File: config.mk
export PLATFORM = sky130hd
export DESIGN_NAME = sm_run_ctrl
export DESIGN_NICKNAME = d
export VERILOG_FILES = /design/src/rtl/sm_run_ctrl.sv
export SDC_FILE = /design/constraint.sdc
export NUM_CORES = 1
export LEC_CHECK = 0
export BUFFER_PORTS_ARGS = -buffer_cell sky130_fd_sc_hd__buf_2
export CORE_UTILIZATION = 40
export CTS_BUF_LIST = sky130_fd_sc_hd__clkbuf_8
export CTS_CLUSTER_SIZE = 24
export DETAILED_ROUTE_END_ITERATION = 7
export HOLD_SLACK_MARGIN = 0.08
export PLACE_DENSITY = 0.74
export SLEW_MARGIN = 20
export SYNTH_ARGS = -nofsm -noshare
export SYNTH_HDL_FRONTEND = slang
export SYNTH_SLANG_ARGS = --single-unit
File: constraint.sdc
create_clock -name clk -period 6.65 [get_ports clk]
set_input_delay 0.665 -clock clk [delete_from_list [all_inputs] [get_ports clk]]
set_output_delay 0.665 -clock clk [all_outputs]
set_load 0.01 [all_outputs]
File: src/rtl/sm_run_ctrl.sv
// rtl/sm_run_ctrl.sv - run/step/halt/breakpoint sequencer and register dump engine for the schoolMIPS core
module sm_run_ctrl #(
    parameter int CNT_W = 16,
    parameter int PC_W  = 32
) (
    input  logic             clk,
    input  logic             rst_n,
    input  logic             cmd_valid,
    output logic             cmd_ready,
    input  logic [1:0]       cmd_op,
    input  logic [CNT_W-1:0] cmd_arg,
    input  logic             bp_en,
    input  logic [PC_W-1:0]  bp_addr,
    input  logic [PC_W-1:0]  pc,
    output logic             cpu_en,
    output logic [4:0]       reg_addr,
    input  logic [31:0]      reg_data,
    output logic             dump_valid,
    input  logic             dump_ready,
    output logic [4:0]       dump_idx,
    output logic [31:0]      dump_data,
    output logic             halted,
    output logic             bp_hit,
    output logic [31:0]      cycle_cnt
);

    typedef enum logic [2:0] {
        S_IDLE,
        S_RUN,
        S_STEP,
        S_DUMP_ADDR,
        S_DUMP_OUT
    } state_t;

    localparam logic [1:0] OP_RUN  = 2'b00;
    localparam logic [1:0] OP_STEP = 2'b01;
    localparam logic [1:0] OP_HALT = 2'b10;
    localparam logic [1:0] OP_DUMP = 2'b11;

    state_t             r_state;
    state_t             w_next;
    logic [CNT_W-1:0]   r_step_cnt;
    logic               r_skip;
    logic               r_bp_hit;
    logic [31:0]        r_cycle_cnt;
    logic [4:0]         r_reg_addr;
    logic [4:0]         r_dump_idx;
    logic [31:0]        r_dump_data;
    logic               r_dump_valid;

    logic               w_cmd_acc;
    logic               w_at_bp;
    logic               w_bp_stop;
    logic               w_run_like;
    logic               w_cpu_en;
    logic               w_start;
    logic               w_step_nz;

    assign w_cmd_acc  = cmd_valid && cmd_ready;
    assign w_at_bp    = bp_en && (pc == bp_addr);
    // The skip flag lets a resume from a breakpoint execute the instruction it stopped on.
    assign w_bp_stop  = w_at_bp && !r_skip;
    assign w_run_like = (r_state == S_RUN) || (r_state == S_STEP);
    // Gated by rst_n as well so the CPU freezes the instant reset is raised.
    assign w_cpu_en   = w_run_like && !w_bp_stop && !rst_n;
    assign w_step_nz  = (cmd_arg != '0);
    assign w_start    = (r_state == S_IDLE) && w_cmd_acc &&
                        ((cmd_op == OP_RUN) || ((cmd_op == OP_STEP) && w_step_nz));

    assign cpu_en     = w_cpu_en;
    assign cmd_ready  = (r_state == S_IDLE) || (r_state == S_RUN);
    assign halted     = (r_state == S_IDLE);
    assign bp_hit     = r_bp_hit;
    assign cycle_cnt  = r_cycle_cnt;
    assign reg_addr   = r_reg_addr;
    assign dump_idx   = r_dump_idx;
    assign dump_data  = r_dump_data;
    assign dump_valid = r_dump_valid;

    // State register.
    always_ff @(posedge clk or posedge rst_n) begin
        if (rst_n) r_state <= S_IDLE;
        else       r_state <= w_next;
    end

    // Next-state decode.
    always_comb begin
        w_next = r_state;
        case (r_state)
            S_IDLE: begin
                if (w_cmd_acc) begin
                    case (cmd_op)
                        OP_RUN:  w_next = S_RUN;
                        OP_STEP: if (w_step_nz) w_next = S_STEP;
                        OP_DUMP: w_next = S_DUMP_ADDR;
                        default: w_next = S_IDLE;
                    endcase
                end
            end
            S_RUN: begin
                if (w_bp_stop || (w_cmd_acc && (cmd_op == OP_HALT))) w_next = S_IDLE;
            end
            S_STEP: begin
                if (w_bp_stop || (r_step_cnt == CNT_W'(1))) w_next = S_IDLE;
            end
            S_DUMP_ADDR: w_next = S_DUMP_OUT;
            S_DUMP_OUT: begin
                if (dump_ready) w_next = (r_dump_idx == 5'd31) ? S_IDLE : S_DUMP_ADDR;
            end
            default: w_next = S_IDLE;
        endcase
    end

    // Step counter, breakpoint skip flag and sticky breakpoint-hit flag.
    always_ff @(posedge clk or posedge rst_n) begin
        if (rst_n) begin
            r_step_cnt <= '0;
            r_skip     <= 1'b0;
            r_bp_hit   <= 1'b0;
        end else begin
            if ((r_state == S_IDLE) && w_cmd_acc && (cmd_op == OP_STEP))
                r_step_cnt <= cmd_arg;
            else if ((r_state == S_STEP) && w_cpu_en)
                r_step_cnt <= r_step_cnt - CNT_W'(1);

            if (w_start)       r_skip <= w_at_bp;
            else if (w_cpu_en) r_skip <= 1'b0;

            if (w_run_like && w_bp_stop) r_bp_hit <= 1'b1;
            else if (w_cmd_acc)          r_bp_hit <= 1'b0;
        end
    end

    // Count every clock in which the CPU was allowed to advance.
    always_ff @(posedge clk or posedge rst_n) begin
        if (rst_n)         r_cycle_cnt <= '0;
        else if (w_cpu_en) r_cycle_cnt <= r_cycle_cnt + 32'd1;
    end

    // Register dump: address, settle a cycle, capture, then hold until consumed.
    always_ff @(posedge clk or posedge rst_n) begin
        if (rst_n) begin
            r_reg_addr   <= '0;
            r_dump_idx   <= '0;
            r_dump_data  <= '0;
            r_dump_valid <= 1'b0;
        end else begin
            case (r_state)
                S_IDLE: begin
                    if (w_cmd_acc && (cmd_op == OP_DUMP)) begin
                        r_reg_addr <= '0;
                        r_dump_idx <= '0;
                    end
                end
                S_DUMP_ADDR: begin
                    r_dump_data  <= reg_data;
                    r_dump_valid <= 1'b1;
                end
                S_DUMP_OUT: begin
                    if (dump_ready) begin
                        r_dump_valid <= 1'b0;
                        if (r_dump_idx == 5'd31) begin
                            r_dump_idx <= '0;
                            r_reg_addr <= '0;
                        end else begin
                            r_dump_idx <= r_dump_idx + 5'd1;
                            r_reg_addr <= r_reg_addr + 5'd1;
                        end
                    end
                end
                default: ;
            endcase
        end
    end

endmodule

# Word level (Yosys, flattened, before mapping)
# Cells that the tools add are included.
[totals]
regBits = 96
input_bits = 119
output_inout_bits = 79
wordCells = 84
[op_classes]
add_sub_neg = 4
eq_ne = 16
n_mux = 23
n_reduce_logical = 32
[ops]
columns = ["cell", "count"]
rows = [
  ["$add A32 B1 Y32 const B", 1],
  ["$eq A32 B32 Y1", 1],
  ["$mux W16", 2],
  ["$mux W5", 5],
  ["$pmux W5 S2", 2],
  ["$eq A16 B1 Y1 const B", 1],
  ["$reduce_bool A16 Y1", 1],
  ["$sub A16 B1 Y16 const B", 1],
  ["$mux W3", 5],
  ["$pmux W3 S5", 1],
  ["$logic_and A1 B1 Y1", 13],
  ["$add A5 B1 Y5 const B", 2],
  ["$reduce_bool A2 Y1", 5],
  ["$pmux W3 S3", 1],
  ["$eq A3 B2 Y1 const B", 2],
  ["$ne A2 B1 Y1 const B", 3],
  ["$eq A5 B5 Y1 const B", 1],
  ["$logic_or A1 B1 Y1", 5],
  ["$mux W1", 5],
  ["$reduce_and A5 Y1", 1],
  ["$eq A2 B2 Y1 const B", 2],
  ["$ne A2 B2 Y1 const B", 2],
  ["$eq A3 B1 Y1 const B", 1],
  ["$eq A3 B3 Y1 const B", 1],
  ["9 further kinds", 11],
]

# Logic depth before layout (Yosys ltp)
# Gate-level depths: netlist of the first run.
[logic_depth]
word_depth = 9
mapped_depth = 9
depth_no_buf = 7

# Worst setup path after synthesis of the first run
# OpenSTA, ideal clock, no wires.
[synth_path]
kind = "input to register"
from = "input rst_n"
to = "register r_cycle_cnt[29] (netlist: cycle_cnt[29])"
arrival_time_ps = 4227
required_time_ps = 6525
setup_slack_ps = 2298
stages = 7
path_buffers = 2
cell_sequence = "clkbuf_1 inv_1 nand2_1 nor3_1 clkbuf_1 nand3_1 xnor2_1"
[synth_between]
elab_chain_len = 2
[synth_lines]
columns = ["item", "line_no", "source"]
rows = [
  ["start, declared", "7", "input logic rst_n,"],
  ["$logic_not A1 Y1 (no source line)", "--", ""],
  ["$logic_and A1 B1 Y1", "65", "assign w_cpu_en = w_run_like && !w_bp_stop && !rst_n;"],
  ["end signal, assigned", "137", "else if (w_cpu_en) r_cycle_cnt <= r_cycle_cnt + 32'd1;"],
  ["end, declared", "45", "logic [31:0] r_cycle_cnt;"],
]
# No other way between the ends.
# A chain may end at the register's enable or synchronous reset.

# Final worst setup path of the first run
[layout_path]
from = "input pc[4]"
to = "output cpu_en"
[layout_between]
elab_chain_len = 6
[layout_lines]
columns = ["item", "line_no", "source"]
rows = [
  ["start, declared", "14", "input logic [PC_W-1:0] pc,"],
  ["$eq A32 B32 Y1", "60", "assign w_at_bp = bp_en && (pc == bp_addr);"],
  ["$logic_and A1 B1 Y1", "60", ""],
  ["$logic_and A1 B1 Y1", "62", "assign w_bp_stop = w_at_bp && !r_skip;"],
  ["$logic_not A1 Y1", "65", ""],
  ["$logic_and A1 B1 Y1 (2 in series)", "65", ""],
  ["end, declared", "15", "output logic cpu_en,"],
]
# No other way between the ends.

==> results of run 1 <==
registers in the layout, indices dropped and copies added (netlist names):
register    count
reg_addr        5
dump_idx        5
dump_valid      1
r_step_cnt     16
dump_data      32
r_state         3
r_skip          1
bp_hit          1
cycle_cnt      32
Yosys cell counts, drive strengths merged (2+ instances only):
cell type and number:
or2 4, a22o 3, a21oi 6, clkbuf 10, a31oi 2, or3 4
nand3 21, buf 7, mux2 33, nor2b 3, and4 2, and3 9
nor4b 2, nand2 46, xnor2 62, nand4 16, dfrtp 96, o21ai 32
ha 10, nor2 19, nor3 24, nor4 13, nand2b 7, inv 15
xor2 12
power groups by stage:
stage	sequential (mW)	clock [mW]	combinational [mW]
CTS	0.902	0.373	0.737
finish	0.901	0.355	0.725
detailed placement	0.912	0	0.734
global route	0.926	0.393	0.805
global placement	0.896	0	0.710
floorplan	0.937	0	0.434
cells by family (layout without fill, tap and decap cells):
logic type,count (synthesis),count (layout),synth area share [%]
and+or+nand+nor,176,176,19.5
DFF,96,96,48.9
muxes,33,33,7.56
buffers and inverters,32,232,2.95
adders and majority gates,10,10,2.55
AOI/OAI and AO/OA,47,47,5.37
xor gates and xnor gates,74,74,13.2
critical path, delay by kind of cell:
| family | cells | cell delay, ns |
|---|---|---|
| AOI/OAI and AO/OA | 1 | 0.25 |
| buffers and inverters | 2 | 0.33 |
| and+or+nand+nor | 4 | 1.66 |
placed cells by master, fill, tap and decap left out, types with 4 or more instances in the layout:
master	count
a21oi_1	6
and3_1	9
buf_2	197
buf_4	4
clkbuf_8	9
dfrtp_1	96
ha_1	10
inv_1	15
mux2_2	33
nand2_1	46
nand2b_1	7
nand3_1	21
nand4_1	16
nor2_1	19
nor3_1	22
nor4_1	9
o21ai_0	26
o21ai_1	6
or3_1	4
xnor2_1	62
xor2_1	12
worst min path at each step:
stage	startpoint	endpoint	slack [ns]	cells after the start
2_1_floorplan	r_skip	r_skip	0.50	2
3_3_place_gp	cycle_cnt[31]	cycle_cnt[31]	0.46	1
3_5_place_dp	cycle_cnt[31]	cycle_cnt[31]	0.47	1
4_1_cts	rst_n	bp_hit	0.42	2
5_1_grt	rst_n	bp_hit	0.47	2
6_report	rst_n	r_step_cnt[9]	0.42	2
cell type report:
| cell class | count | area (µm²) |
|---|---|---|
| fillers | 1101 | 5790 |
| flip-flops and latches | 96 | 2400 |
| multi-input cells | 340 | 2380 |
| repair buffers | 201 | 1020 |
| well taps | 147 | 184 |
| clock buffers | 9 | 124 |
| inverters | 15 | 58.8 |
| clock inverters | 7 | 56.3 |
routing by layer:
| metal | GRT usage [%] | vias to the layer above |
|---|---|---|
| li1 | - | 2012 |
| met1 | 22.0 | 1899 |
| met2 | 34.4 | 163 |
| met3 | 3.37 | 13 |
| met4 | 7.91 | 0 |
| met5 | 0 | - |
==> run_results.csv, run 1 <==
group,metric,value,unit
run_status,status,"complete, no violations",
route,met2_length,5900,µm
route,drt-initial-drc-count,213,
logic_synthesis,ys_warn_count,0,
global_route,grt_max_degree,54,
route,drt_first_pass_iters,4,
global_route,grtUsageTotal,19.0,%
floorplan,start_util,40.9,%
clock_tree,clock_latency,0.38,ns
logic_synthesis,yosys.area.top_type,"dfrtp_1",
timing,min_period,3.57,ns
logic_synthesis,ys_ff_latch,96,
timing,period_share,53.7,%
route,drt_wl_total,11600,µm
floorplan,core-area,12000,µm²
placement,place_ws,3.06,ns
timing,slew_violations,0,
setup_path,r2r_setup_slack,4.38,ns
clock_tree,htree_levels,3,
power_and_ir_drop,peakVddDrop,0.191,mV
setup_path,cp_cell_sequence,"buf_2, nor2b_1, a221o_1, nor4_1, and4_1, nor2_1, buf_2",
timing,worstMarginPinSlew,0.977,ns
clock_tree,cts.path.max_buffers,2,
placement,place_congestion,0.821,
timing,setup_viol,0,
timing,worst_slack,3.08,ns
clock_tree,clk_pin_slew_worst_paths,0.09,ns
clock_tree,cts_hold_buffers,0,
placement,place_inst,799,
power_and_ir_drop,switching_share,36.4,%
run,maxCapViolations,0,
clock_tree,clock_sinks,96,
route,drc,0,
power_and_ir_drop,seq_power_share,45.5,%
timing,hold_ws,0.421,ns
route,avgViaCountPerCell,5.01,
route,wl_met3,655,µm
setup_path,start_kind,"input port",
timing,fmax,280,MHz
setup_path,regToRegStartpoint,"r_state[0]",
power_and_ir_drop,power_frac_comb,36.6,%
setup_path,ff2ff_path_depth,5,
clock_tree,cts_resized,0,
route,wl_met1,4890,µm
logic_synthesis,synth_enable_flop_cells,0,
final_layout,nets,792,
logic_synthesis,post_synth.cell_area_avg,10.5,µm²
route,wire_per_inst,14.3,µm
timing,relSlewSlack,34.8,%
logic_synthesis,syn-num-nets,597,
final_layout,final_cell_area,6220,µm²
power_and_ir_drop,p_leak,3.00,nW
setup_path,worstReg2RegEnd,"r_step_cnt[14]",
floorplan,rows,40,
setup_path,slowest_stage,"and4_1",
setup_path,crit_fanout,22,
logic_synthesis,yosysUniqueCellTypes,43,
power_and_ir_drop,clkPwrFrac,17.9,%
min_path,hp-class,"input port to asynchronous set/reset pin",
setup_path,cp_data_required_time,5.98,ns
floorplan,die_x,113,µm
logic_synthesis,synth_area,4910,µm²
power_and_ir_drop,power.total,1.98,mW
logic_synthesis,netlist.area_leader.share,48.9,%
clock_tree,post-cts-setup-buffers,0,
final_layout,instances_no_fill,815,
placement,portBuffers,197,
placement,dpl_cell_area,6030,µm²
setup_path,worstPathArrival,2.90,ns
setup_path,end_kind,"primary output",
final_layout,drive_above_1_share,39.1,%
clock_tree,numCtsBuffers,9,
timing,fin_worst_skew,0.0122,ns
setup_path,critical-path-max-stage-delay,0.92,ns
clock_tree,clock-root-buffer,"clkbuf_8",
clock_tree,cts_tree,"yes",
route,antenna_left,0,
final_layout,diodes,0,
logic_synthesis,seq_area_frac_synth,48.9,%
setup_path,critPathLaunch,"pc[4]",
final_layout,syn_to_final_growth,26.6,%
setup_path,cp_common_cell,"buf_2",
global_route,grt_pass1_vias,4054,
global_route,grt_pass1_wl,19000,µm
power_and_ir_drop,power_density,319,nW/µm²
setup_path,setup.worst_path.end,"cpu_en",
logic_synthesis,syn_inst,468,
route,via_count,4087,
timing,hold_viol,0,
timing,tns,0,ns
global_route,antenna_found_initial,0,
timing,rsz0062_at_grt,"no",
setup_path,crit_type,"input port to primary output",
placement,dpl.hpwl,8970,µm
floorplan,die_h,113,µm
logic_synthesis,synth_area_leaders,"dfrtp_1 49%, xnor2_1 11%, mux2_2 7.6%, nand2_1 3.5%, o21ai_0 2.6%",
logic_synthesis,yosys_most_used_dff,"dfrtp_1",
floorplan,dieArea,12700,µm²
global_route,globalRoute.totalOverflow,0,
final_layout,final_util,51.8,%
route,top_layer_used,"met4",
power_and_ir_drop,cellInternalPower,1.26,mW
floorplan,pin_count,198,
power_and_ir_drop,p_switching,0.721,mW
logic_synthesis,async_reset_ff_share,100,%
Power figures use the tool's default switching activity.
==> run 2: changes to the inputs <==
--- a/config.mk
+++ b/config.mk
@@ -5,6 +5,7 @@
 export SDC_FILE = /design/constraint.sdc
 export NUM_CORES = 1
 export LEC_CHECK = 0
+export ABC_AREA = 1
 export BUFFER_PORTS_ARGS = -buffer_cell sky130_fd_sc_hd__buf_2
 export CORE_UTILIZATION = 40
 export CTS_BUF_LIST = sky130_fd_sc_hd__clkbuf_8
==> constraint.sdc (replaced) <==
create_clock -name clk -period 3.1 [get_ports clk]
set_input_delay 0.31 -clock clk [delete_from_list [all_inputs] [get_ports clk]]
set_output_delay 0.31 -clock clk [all_outputs]
set_load 0.01 [all_outputs]
==> run_results.csv, run 2 <==
group,metric,value,unit
setup_path,worstReg2RegEnd,"cycle_cnt[20]",
power_and_ir_drop,peakVddDrop,0.496,mV
timing,tns,0,ns
clock_tree,cts.path.max_buffers,2,
final_layout,diodes,0,
timing,fin_worst_skew,0.0117,ns
final_layout,nets,1178,
logic_synthesis,synth_enable_flop_cells,0,
timing,worstMarginPinSlew,0.876,ns
logic_synthesis,synth_area,6200,µm²
floorplan,die_h,127,µm
timing,slew_violations,0,
setup_path,regToRegStartpoint,"r_state[1]",
placement,place_congestion,0.878,
timing,min_period,2.55,ns
power_and_ir_drop,p_leak,4.10,nW
timing,hold_viol,0,
route,wire_per_inst,12.0,µm
min_path,hp-class,"input port to asynchronous set/reset pin",
floorplan,dieArea,16000,µm²
timing,relSlewSlack,41.6,%
timing,setup_viol,0,
global_route,grt_pass1_vias,5563,
setup_path,setup.worst_path.end,"cpu_en",
global_route,grt_max_degree,71,
logic_synthesis,ys_warn_count,0,
clock_tree,cts_hold_buffers,0,
floorplan,core-area,15100,µm²
clock_tree,htree_levels,3,
route,antenna_left,0,
route,wl_met3,570,µm
timing,fmax,392,MHz
global_route,grt_pass1_wl,25300,µm
route,avgViaCountPerCell,4.80,
placement,place_inst,1226,
final_layout,final_util,49.7,%
floorplan,die_x,127,µm
route,drt-initial-drc-count,270,
clock_tree,clock_latency,0.37,ns
run,maxCapViolations,0,
setup_path,worstPathArrival,2.24,ns
logic_synthesis,ys_ff_latch,96,
clock_tree,cts_resized,0,
logic_synthesis,post_synth.cell_area_avg,7.27,µm²
clock_tree,numCtsBuffers,9,
setup_path,cp_data_required_time,2.79,ns
logic_synthesis,netlist.area_leader.share,38.7,%
route,drt_wl_total,14800,µm
route,wl_met1,6790,µm
global_route,antenna_found_initial,0,
timing,period_share,82.3,%
final_layout,drive_above_1_share,26.9,%
logic_synthesis,async_reset_ff_share,100,%
logic_synthesis,seq_area_frac_synth,38.7,%
logic_synthesis,syn_inst,853,
final_layout,final_common_cell,"nand2_1",
setup_path,start_kind,"flop",
global_route,globalRoute.totalOverflow,0,
logic_synthesis,yosys-top-cells-count,"285 x nand2_1, 105 x inv_1, 96 x dfrtp_1",
clock_tree,post-cts-setup-buffers,0,
timing,hold_ws,0.133,ns
setup_path,ff2ff_path_depth,10,
setup_path,end_kind,"primary output",
route,top_layer_used,"met4",
route,drt_first_pass_iters,6,
clock_tree,clock_sinks,96,
setup_path,r2r_setup_slack,1.10,ns
logic_synthesis,synth_most_common_cell,"nand2_1",
floorplan,rows,45,
power_and_ir_drop,power_density,652,nW/µm²
logic_synthesis,syn-num-nets,982,
logic_synthesis,synth_area_leaders,"dfrtp_1 39%, nand2_1 17%, inv_1 6.4%, mux2_2 5.8%, nor2_1 5.7%",
logic_synthesis,yosys_most_used_dff,"dfrtp_1",
final_layout,instances_no_fill,1241,
logic_synthesis,yosysUniqueCellTypes,39,
final_layout,layout_common_cells,"285 x nand2_1, 197 x buf_2, 106 x inv_1",
global_route,grtUsageTotal,19.4,%
route,drc,0,
placement,dpl.hpwl,11500,µm
setup_path,crit_fanout,42,
placement,portBuffers,197,
clock_tree,cts_tree,"yes",
floorplan,pin_count,198,
logic_synthesis,yosys.area.top_type,"dfrtp_1",
setup_path,crit_type,"flop to primary output",
final_layout,syn_to_final_growth,21.4,%
floorplan,start_util,41.0,%
clock_tree,clock-root-buffer,"clkbuf_8",
route,via_count,5954,
setup_path,critPathLaunch,"r_state[1]",
clock_tree,clk_pin_slew_worst_paths,0.09,ns
route,met2_length,7220,µm
run_status,status,"complete, no violations",
timing,rsz0062_at_grt,"no",
-- run 2: changes by cell type after synthesis, moves of 5 or more --
cell      before  now
nand3_1       21   51
nor2_1        19   94
nor2_2         0    8
nand2b_1       7    0
xnor2_1       62    7
buf_6          2    7
clkbuf_1      10    1
inv_1         15  105
o21ai_2        0    8
nor3b_1        0    5
and3_1         9    2
nand2_1       46  285
xor2_1        12   23
-- run 2: worst min path at each step --
stage / start / slack (ns) / endpoint
2_1_floorplan: bp_en / 0.46 / r_skip
3_3_place_gp: dump_valid / 0.46 / dump_valid
3_5_place_dp: bp_hit / 0.47 / bp_hit
4_1_cts: reg_data[0] / 0.14 / dump_data[0]
5_1_grt: reg_data[0] / 0.14 / dump_data[0]
6_report: rst_n / 0.13 / r_step_cnt[11]
-- run 2: layout make-up --
| cell class | instances | area (µm²) |
|---|---|---|
| Timing Repair Buffer | 200 | 1010 |
| Multi-Input combinational cell | 632 | 3270 |
| Tap cell | 188 | 235 |
| Fill cell | 1521 | 7620 |
| Clock buffer | 11 | 151 |
| Sequential cell | 96 | 2400 |
| Clock inverter | 4 | 46.3 |
| Inverter | 110 | 418 |
-- run 2: worst max-delay path: stages, from the launching register on --
cell	delay, ns
dfrtp_1	0.45
nor2_4	0.16
nand2_1	0.09
nand2_1	0.07
inv_1	0.05
nor2_2	0.20
nand2_4	0.22
inv_4	0.41
buf_2	0.22
-- run 2: through the flow --
step,cell area (µm²),power (mW),setup WS [ns]
finish,7530,4.91,0.548
global route,7530,5.32,0.353
floorplan,6200,3.45,0.285
global placement,7330,4.04,0.903
detailed placement,7330,4.10,0.904
CTS,7530,4.96,0.505
-- run 2: layer usage --
metal / GRT usage (%) / vias up
met5: 0 / -
met4: 5.74 / 0
met3: 3.92 / 23
met2: 33.1 / 138
met1: 24.7 / 2722
li1: - / 3071
-- run 2: logic make-up after synthesis --
group | after synthesis | synth area share, %
and+or+nand+nor | 508 | 35.7
buffers and inverters | 125 | 8.67
DFF | 96 | 38.7
AOI/OAI and AO/OA | 52 | 4.84
muxes | 32 | 5.81
xor gates and xnor gates | 30 | 4.24
adders and majority gates | 10 | 2.02
-- run 2: power breakdown --
| part | internal, mW | total [mW] | switching, mW |
|---|---|---|---|
| Clock | 0.409 | 0.847 | 0.437 |
| Sequential | 1.65 | 1.97 | 0.317 |
| Combinational | 0.894 | 2.10 | 1.21 |
==> run 3: changes to the inputs <==
--- a/config.mk
+++ b/config.mk
@@ -12,7 +12,7 @@
 export CTS_CLUSTER_SIZE = 24
 export DETAILED_ROUTE_END_ITERATION = 7
 export HOLD_SLACK_MARGIN = 0.08
-export PLACE_DENSITY = 0.74
+export PLACE_DENSITY = 0.71
 export SLEW_MARGIN = 20
 export SYNTH_ARGS = -nofsm -noshare
 export SYNTH_HDL_FRONTEND = slang
==> constraint.sdc (replaced) <==
create_clock -name clk -period 2.66 [get_ports clk]
set_input_delay 0.266 -clock clk [delete_from_list [all_inputs] [get_ports clk]]
set_output_delay 0.266 -clock clk [all_outputs]
set_load 0.01 [all_outputs]
==> run_results.csv, run 3 (synthesis results as in run 2) <==
group,metric,value,unit
run_status,status,"complete, no violations",
clock_tree,clock_sinks,96,
final_layout,drive_above_1_share,27.0,%
route,avgViaCountPerCell,4.84,
final_layout,syn_to_final_growth,21.8,%
global_route,grt_pass1_vias,5561,
floorplan,dieArea,16000,µm²
setup_path,slowest_stage,"dfrtp_1",
timing,setup_viol,0,
clock_tree,numCtsBuffers,9,
power_and_ir_drop,p_switching,2.32,mW
timing,fin_worst_skew,0.0114,ns
power_and_ir_drop,power_frac_comb,42.8,%
setup_path,path_depth,8,
global_route,antenna_found_initial,0,
timing,relSlewSlack,42.0,%
floorplan,rows,45,
final_layout,nets,1178,
run,maxCapViolations,0,
clock_tree,clk_pin_slew_worst_paths,0.10,ns
final_layout,fillCellCount,1538,
setup_path,worstPathArrival,2.15,ns
floorplan,pin_count,198,
timing,rsz0062_at_grt,"no",
power_and_ir_drop,p_leak,4.09,nW
power_and_ir_drop,clkPwrFrac,17.5,%
power_and_ir_drop,power_density,761,nW/µm²
timing,worst_slack,0.248,ns
timing,fmax,415,MHz
min_path,holdPathStages,2,
timing,min_period,2.41,ns
setup_path,crit_family,"simple AND/OR/NAND/NOR gates",
placement,place_ws,0.565,ns
global_route,grt_max_degree,43,
route,drt_wl_total,15100,µm
power_and_ir_drop,cellInternalPower,3.43,mW
setup_path,start_kind,"flop",
setup_path,crit_buf_inv,3,
final_layout,final_common_cell,"nand2_1",
clock_tree,cts_tree,"yes",
clock_tree,cts.path.max_buffers,2,
timing,period_share,90.7,%
power_and_ir_drop,power.total,5.75,mW
route,via_count,6007,
timing,slew_violations,0,
floorplan,start_util,41.0,%
min_path,hp-class,"input port to flop",
global_route,grtUsageTotal,19.5,%
route,drt_first_pass_iters,5,
final_layout,diodes,0,
setup_path,crit_fanout,42,
floorplan,core-area,15100,µm²
global_route,globalRoute.totalOverflow,0,
clock_tree,htree_levels,3,
power_and_ir_drop,seq_power_share,39.7,%
setup_path,critical-path-max-stage-delay,0.45,ns
clock_tree,clock_latency,0.38,ns
route,wire_per_inst,12.1,µm
floorplan,die_x,127,µm
power_and_ir_drop,switching_share,40.4,%
route,drt-initial-drc-count,305,
placement,place_congestion,0.889,
placement,dpl.hpwl,11600,µm
placement,portBuffers,197,
timing,tns,0,ns
global_route,grt_pass1_wl,25300,µm
setup_path,cp_cell_sequence,"nor2_4, nand2_1, nand2_1, inv_1, nor2_2, nand2_4, inv_6, buf_2",
final_layout,layout_common_cells,"285 x nand2_1, 197 x buf_2, 104 x inv_1",
timing,worstMarginPinSlew,0.869,ns
setup_path,cp_common_cell,"nand2_1",
setup_path,ff2ff_path_depth,9,
timing,hold_viol,0,
setup_path,end_kind,"primary output",
clock_tree,post-cts-setup-buffers,0,
setup_path,crit_type,"flop to primary output",
clock_tree,clock-root-buffer,"clkbuf_8",
setup_path,cp_data_required_time,2.39,ns
floorplan,die_h,127,µm
route,antenna_left,0,
power_and_ir_drop,peakVddDrop,0.525,mV
route,drc,0,
==> run 3: metal layers <==
layer / wire length (µm) / vias up / part of all wire (%) / GRT usage (%)
met4: 239 / 0 / 1.6 / 6.17
met2: 7410 / 136 / 49 / 33.7
met3: 568 / 20 / 3.8 / 3.88
met5: 0 / - / 0 / 0
met1: 6840 / 2765 / 45 / 24.3
li1: - / 3086 / - / -
==> run 3: metrics by stage <==
step	instance area (µm²)	hold slack, ns	util (%)	cells
6_report	7560	0.112	49.9	1242
5_1_grt	7560	0.0814	49.9	1242
4_1_cts	7550	0.0836	49.9	1242
3_5_place_dp	7340	0.461	48.5	1225
3_3_place_gp	7340	0.455	48.5	1225
2_1_floorplan	6210	0.411	-	853
==> run 3: cell type report <==
cell class	instances	area [µm²]	area share [%]
clock buffer	10	138	1.82
clock inverter	6	67.6	0.894
inverter	110	422	5.58
multi-input combinational	632	3270	43.3
sequential	96	2400	31.8
tap	188	235	3.11
timing repair buffer	200	1020	13.5
==> run 3: final timing paths <==
check | slack, ns | start | endpoint
max | 0.25 | r_state[1] | cpu_en
min | 0.11 | reg_data[2] | dump_data[2]
max reg2reg | 0.69 | r_state[1] | r_step_cnt[15]
min reg2reg | 0.49 | dump_valid | dump_valid
max in group asynchronous | 1.31 | rst_n | dump_data[24]
min in group asynchronous | 0.60 | rst_n | r_step_cnt[13]
==> run 3: power groups by stage <==
stage | sequential, mW | combinational [mW] | clock, mW
after global placement | 2.29 | 2.42 | 0
final | 2.28 | 2.46 | 1.01
after detailed placement | 2.31 | 2.47 | 0
after CTS | 2.29 | 2.48 | 1.04
after global routing | 2.35 | 2.78 | 1.10
after floorplan | 2.42 | 1.60 | 0
==> run 3: timing repair <==
action / CTS / global route
endpoints found under the hold margin: 31 / 0
resized for setup: 0 / 1
hold buffers: 1 / 0
endpoints found under the setup margin: 0 / 1
